==> config.mk <==
export PLATFORM = sky130hd
export DESIGN_NAME = pedge_event_queue
export DESIGN_NICKNAME = d
export VERILOG_FILES = /design/src/rtl/pedge_event_queue.sv
export SDC_FILE = /design/constraint.sdc
export NUM_CORES = 1
export LEC_CHECK = 0
export CORE_MARGIN = 5
export CORE_UTILIZATION = 45
export CTS_BUF_LIST = sky130_fd_sc_hd__clkbuf_2 sky130_fd_sc_hd__clkbuf_4 sky130_fd_sc_hd__clkbuf_8
export DETAILED_ROUTE_END_ITERATION = 10
export PLACE_DENSITY = 0.7
export SLEW_MARGIN = 20
export SYNTH_ARGS = -nofsm -noshare
export SYNTH_HDL_FRONTEND = slang
export SYNTH_SLANG_ARGS = --single-unit
==> constraint.sdc <==
create_clock -name clk -period 5.8 [get_ports clk]
set_input_delay 0.58 -clock clk [delete_from_list [all_inputs] [get_ports clk]]
set_output_delay 0.58 -clock clk [all_outputs]
set_load 0.05 [all_outputs]
==> src/rtl/pedge_event_queue.sv <==
// rtl/pedge_event_queue.sv - latches edge pulses as pending events and queues {index, timestamp} records
module pedge_event_queue #(
  parameter int WIDTH = 8,
  parameter int DEPTH = 4,
  parameter int TS_W  = 16,
  localparam int IW   = (WIDTH > 1) ? $clog2(WIDTH) : 1,
  localparam int AW   = $clog2(DEPTH)
) (
  input  logic             clk,
  input  logic             rst,
  input  logic [WIDTH-1:0] pedge,
  output logic             ev_valid,
  input  logic             ev_ready,
  output logic [IW-1:0]    ev_idx,
  output logic [TS_W-1:0]  ev_ts,
  output logic [WIDTH-1:0] pending,
  output logic             overflow,
  input  logic             ovf_clr
);

  logic [TS_W-1:0]  ts;
  logic [TS_W-1:0]  stamp    [WIDTH];
  logic [IW-1:0]    mem_idx  [DEPTH];
  logic [TS_W-1:0]  mem_ts   [DEPTH];
  logic [AW:0]      wptr;
  logic [AW:0]      rptr;
  logic             empty;
  logic             full;
  logic             pop;
  logic             gvalid;
  logic [IW-1:0]    gidx;
  logic [WIDTH-1:0] grant;
  logic             coalesce;

  assign empty = (wptr == rptr);
  assign full  = (wptr[AW] != rptr[AW]) && (wptr[AW-1:0] == rptr[AW-1:0]);
  assign pop   = ev_valid & ev_ready;

  // Lowest-index pending bit wins; nothing is granted while the FIFO is full,
  // even if a pop is happening this cycle.
  always_comb begin
    gidx  = '0;
    grant = '0;
    for (int i = WIDTH - 1; i >= 0; i--) begin
      if (pending[i]) gidx = IW'(i);
    end
    gvalid = (|pending) && !full;
    if (gvalid) grant[gidx] = 1'b1;
  end

  // A pulse on a bit that is pending and not being granted merges into the old event.
  assign coalesce = |(pedge & pending & ~grant);

  // Free-running timestamp counter.
  always_ff @(posedge clk or posedge rst) begin
    if (rst) ts <= '0;
    else     ts <= ts + 1'b1;
  end

  // Pending vector: granted bit leaves, new pulses enter (a pulse on the granted bit re-arms it).
  always_ff @(posedge clk or posedge rst) begin
    if (rst) pending <= '0;
    else     pending <= (pending & ~grant) | pedge;
  end

  // Per-bit stamps: a fresh event takes the current ts; a coalesced pulse keeps the old stamp.
  always_ff @(posedge clk or posedge rst) begin
    if (rst) begin
      for (int i = 0; i < WIDTH; i++) stamp[i] <= '0;
    end else begin
      for (int i = 0; i < WIDTH; i++) begin
        if (pedge[i] && (!pending[i] || grant[i])) stamp[i] <= ts;
      end
    end
  end

  // Sticky overflow; a coalesce in the same cycle as ovf_clr keeps it set.
  always_ff @(posedge clk or posedge rst) begin
    if (rst)           overflow <= 1'b0;
    else if (coalesce) overflow <= 1'b1;
    else if (ovf_clr)  overflow <= 1'b0;
  end

  // FIFO pointers with an extra wrap bit to tell full from empty.
  always_ff @(posedge clk or posedge rst) begin
    if (rst) begin
      wptr <= '0;
      rptr <= '0;
    end else begin
      if (gvalid) wptr <= wptr + 1'b1;
      if (pop)    rptr <= rptr + 1'b1;
    end
  end

  // FIFO storage; contents are only visible through the valid-gated head outputs.
  always_ff @(posedge clk) begin
    if (gvalid) begin
      mem_idx[wptr[AW-1:0]] <= gidx;
      mem_ts[wptr[AW-1:0]]  <= stamp[gidx];
    end
  end

  // Head outputs are forced to zero when empty so reset presents clean zeros.
  always_comb begin
    ev_valid = !empty;
    ev_idx   = ev_valid ? mem_idx[rptr[AW-1:0]] : '0;
    ev_ts    = ev_valid ? mem_ts[rptr[AW-1:0]]  : '0;
  end

endmodule

# Word-level counts from Yosys, hierarchy flattened

Memories as Yosys holds them, arrays and structs flattened.
Cells that the tools add are included.

Add/sub/neg operators: 3
Bitwise gates (word level): 7
Multiplexer cells: 20
Reductions and logical operators: 32
Eq/ne operators: 3
Magnitude comparators: 3

Operators with widths:

| operator              | count |
|---|---|
| $bmux 16 s3           | 1 |
| $mux 16               | 3 |
| $mux 3                | 9 |
| $and 8x8->8           | 3 |
| $add 16x1->16 const B | 1 |
| $reduce_or 8->1       | 2 |
| $logic_and 1x1->1     | 11 |
| $logic_not 1->1       | 10 |
| $logic_or 1x1->1      | 8 |
| $mux 8                | 1 |
| $not 8->8             | 1 |
| $or 8x8->8            | 1 |
| $add 3x1->3 const B   | 2 |
| $mux 1                | 5 |
| $ge 4x4->1 const B    | 1 |
| $lt 3x4->1 const B    | 1 |
| $not 3->4             | 1 |
| $demux 1 s3           | 1 |
| $eq 3x3->1            | 1 |
| $ge 3x1->1 const B    | 1 |
| $eq 2x2->1            | 1 |
| $reduce_bool 2->1     | 1 |
| $and 1x1->1           | 1 |
| $ne 1x1->1            | 1 |

Input port bits: 12
Word-level logic and storage cells: 83
Memories: 2
Output and inout port bits: 29
Register bits: 159
Memory bits (writable): 76

Memory list:

| memory  | depth | width | rd ports | clocked after memory_dff | wr ports | RTL line | RTL |
|---|---|---|---|---|---|---|---|
| mem_ts  | 4     | 16    | 1        | 0                        | 1        | 24       | `logic [TS_W-1:0] mem_ts [DEPTH];` |
| mem_idx | 4     | 3     | 1        | 0                        | 1        | 23       | `logic [IW-1:0] mem_idx [DEPTH];` |

# Logic depth before layout (Yosys ltp)

Depth in word-level cells: 17
Gate-level depth with buffers: 9
Mapped depth without buffers: 6

# Worst setup path after synthesis

Ideal clock, no wire load.

Path kind: reg2out
Start: reg rptr[1]
End: out ev_ts[10]
Data required time: 5.220 ns
Arrival time: 1.927 ns
Path buffers: 1
Setup slack: 3.293 ns
Stages on the path, launching flop included: 6
Cells stage by stage: dfrtp_1 xor2_1 nor2_1 nand2_1 clkbuf_1 and2_1

Longest elaborated chain between the ends: 2
Elaborated cells on any way between the ends: 3
Classes of those cells: 1 x eq/ne; 1 x mux; 1 x memory

Ends and longest elaborated chain:

| element                                           | RTL line | RTL |
|---|---|---|
| from (decl)                                       | 26       | `logic [AW:0] rptr;` |
| from (signal assigned)                            | 91       | `if (pop) rptr <= rptr + 1'b1;` |
| $mem_v2 4x16 / $eq 3x3->1 (equally long branches) | -        |  |
| $mux 16 *                                         | 107      | `ev_ts = ev_valid ? mem_ts[rptr[AW-1:0]] : '0;` |
| to (decl)                                         | 15       | `output logic [TS_W-1:0] ev_ts,` |

Every way passes the cells marked *; elsewhere a longest branch is shown, timed or not.

# Final worst setup path

Start: reg rptr[0]
End: out ev_ts[6]

The elaborated chain is that of the path after synthesis.

==> impl_summary.md <==
Outcome
The run finished with clean final reports.

Cells and area
The net count of the finished layout is 826. Of the cells placed in the final design, the portion with a size suffix greater than 1 is 0.275. Summing all multi-input logic gate instances after layout gives 4100 um^2.

The sequential cell area in the final layout is 6260 um^2. Compared with the post-synthesis result, the final layout area differs by 13.0%. The filler cells instantiated in the layout total 2031. The finished cells cover 12100 um^2.

The diode insertion count for antenna repair is 0.

GRT
The via count of the first global-routing pass is 6538. The total congestion overflow after global routing is 0. The global-route usage over all layers is 0.178. The first-pass GRT wire length is 37400 um.

The initial antenna violation count is 0. Entering global routing, the biggest net connects 117 pins.

Timing
The worst-case headroom to the max-slew limit is 0.297. Adding up every negative setup slack in the final design gives 0 ps. The hold violation total from the final report is 0.

The peak clock frequency supported by timing is 0.262 GHz. The share of the clock period used by the worst path after layout is 0.657. The number of slew-limit violations in the final report came to 0.

The final number of setup-violating endpoints is 0. Setup repair after global routing left no endpoint under its margin. The clock skew after layout is 16.6 ps. In the post-route analysis, the smallest setup slack over all paths is 1990 ps. After layout, the minimum clock period comes to 3810 ps. The slew of the pin with the lowest slew margin is 1050 ps.

Floorplanning
For this design the top-level I/O count stands at 41. The die height is 164 um. The die is 164 um wide. The floorplan has 56 rows.

The area inside the core boundary is 23400 um^2. The effective utilization at floorplan is 0.456. The area of the die is 26900 um^2.

Routing
The total length of routed wires is 23100 um. The average wire length per cell after detail routing is 20.1 um. The via count is 6389. For this block, the initial DRC count from the detailed router was 490. The total iterations of the first detailed-routing run is 5. Dividing the detail-routed via count by the number of cells gives 5.54. The detailed-route DRC error count is 0. The post-detailed-route count of antenna-violating nets is 0.

Clock network
The number of clock buffers added by TritonCTS is 40. The total of hold buffers inserted after clock tree synthesis is 0. The register clock-pin slew on the reported worst setup and hold paths is 60 ps. The later pin in the worst-skew pair is clocked with a latency of 530 ps.

The number of cells upsized or downsized after cts is 0. In this run the deepest clock path goes through 3 buffers. The clock tree from TritonCTS is yes. The sink count of the clock tree is 235. In this run the post-CTS setup repair buffer count came out at 0. The H-tree generated during clock tree synthesis spans 2 levels. The library cell used as clock root buffer is clkbuf_8.

Synthesis
Summed over all instances, the cell type with the most area after synthesis is dfrtp_1. The proportion of register bits with asynchronous set or reset after synthesis is 0.677. The number of standard cells after synthesis is 777. The commonest cells after synthesis are dfrtp_1, mux2_2, edfxtp_1, and3_1, a21boi_0. Yosys attributes the largest share of cell area to dfrtp_1, edfxtp_1, mux2_2. The total nets after synthesis is 795. The number of library cell types mapped by synthesis is 49. In this run the cell area of the synthesized design comes to 10700 um^2. The most frequent cell after synthesis is dfrtp_1. The most common flop cell mapped by yosys is dfrtp_1.

The share of the Yosys chip area taken by registers is 0.587. The total number of yosys warnings is 0. The share of synthesized area in the top cell type comes to 0.373. Averaged over all synthesized cells, the footprint is 13.7 um^2. The synthesized design contains 235 register bits.

The synthesized design contains 76 enable-type register cells.

Worst setup path
The delay contributed by the slowest stage of the critical path is 830 ps. The data arrival time of the critical path is 3230 ps. The critical path goes through xor2_1 -> nor2_1 -> nand2_1 -> and2_1 -> clkdlybuf4s50_1.

Along the worst path, the maximum fanout reaches 22. The startpoint class of the critical path is a register. Among all stages on the critical path, the largest delay is contributed by dfrtp_1.

STA classifies the critical path endpoint as an output pin. At the worst endpoint, the required time is 5220 ps. The path type of the worst setup path is register to output pin.

Power
The sequential power share is 0.391. In this run the power density over the cells is 490 nW/um^2. Of the total power, the clock network draws 0.239. The fraction of power consumed by combinational cells is 0.370. The total power after layout is 5.91 mW.

The internal power of the cells totals 3.74 mW. The leakage power is 5.30 nW. The largest vdd supply drop is 432 uV.

For this design the total switching power over the nets is 2.17 mW. Of the total power, the share spent switching nets is 0.368.

Worst hold path
The path class of the tightest hold or removal check is register to register.

Flow run
Across the run, the number of max-cap violations was 0.

Placement
The setup slack after placement is 2350 ps. The count of input and output buffers is 40. Once detailed placement completed, the half-perimeter wirelength came to 13800 um. The instance area after placement is 11300 um^2.

The weighted congestion reported at the end of routability-driven placement is 0.835.
==> routing by layer <==
layer  wire length (um)  up-vias  track usage
met5                  0        -            0
met1              10800     3257        0.260
met4                371        0       0.0511
li1                   -     2926            -
met2              10500      181        0.272
met3               1440       25       0.0384
==> cell type report <==
| class | instances | area share |
|---|---|---|
| clock buffer | 56 | 0.0582 |
| sequential | 235 | 0.519 |
| timing repair buffer | 50 | 0.0394 |
| multi-input combinational | 467 | 0.340 |
| inverter | 14 | 0.00498 |
| tap | 319 | 0.0331 |
| clock inverter | 12 | 0.00508 |
==> through the flow <==
stage,std cells,util,hold slack [ps]
floorplan,777,-,456
global placement,1085,0.482,465
detailed placement,1085,0.483,474
CTS,1153,0.515,486
global route,1153,0.515,499
finish,1153,0.515,482
==> worst max-delay path, delay by kind of cell (launching register included) <==
kind	cells	cell delay (ps)
DFF	1	830
xor gates and xnor gates	1	320
and+or+nand+nor	3	720
buffers and inverters	1	810
==> path summary, 6_finish.rpt <==
check	startpoint	slack [ps]	end	cells past startpoint
max	rptr[0]	1990	ev_ts[6]	5
min	stamp[50]	480	stamp[50]	1
max reg2reg	pending[3]	2240	stamp[10]	6
min reg2reg	stamp[50]	480	stamp[50]	1
max in group asynchronous	rst	4050	stamp[117]	3
min in group asynchronous	rst	610	stamp[121]	2
==> registers in the layout, summed over array words and instances, names as in the netlist <==
name      count
mem_ts       64
overflow      1
wptr          3
stamp       128
rptr          3
ts           16
pending       8
mem_idx      12
==> kinds of logic (layout without fill, tap and decap cells) <==
group | Yosys count | after routing | synth area share
AO/OA/AOI/OAI | 146 | 146 | 0.0951
XOR/XNOR | 21 | 21 | 0.0172
adder cells (fa/ha/maj) | 6 | 6 | 0.00703
buffers and inverters | 75 | 132 | 0.0321
flip-flops | 235 | 235 | 0.587
multiplexers | 164 | 164 | 0.191
AND/OR/NAND/NOR | 130 | 130 | 0.0707
==> cells in the final DEF (no fill, tap or decap), types with 10 or more instances in the layout <==
cell type and instances:
mux4_2 19, inv_1 13, o21ai_0 44, clkdlybuf4s50_1 40, dfrtp_1 159, buf_4 10, clkbuf_4 11, mux2_2 117
xnor2_1 12, clkbuf_8 45, o2111ai_1 16, edfxtp_1 76, and2_1 24, nand2_1 21, a21boi_0 49, and3_1 52
mux2i_1 16, mux2_1 12
==> power by group through the flow <==
stage / clock (mW) / combinational (mW) / sequential [mW]
after floorplan: 0 / 1.58 / 2.29
after global placement: 0 / 2.19 / 2.33
after detailed placement: 0 / 2.21 / 2.35
after CTS: 1.45 / 2.21 / 2.32
after global routing: 1.54 / 2.32 / 2.35
final: 1.42 / 2.19 / 2.31
Power figures use the tool's default switching activity.
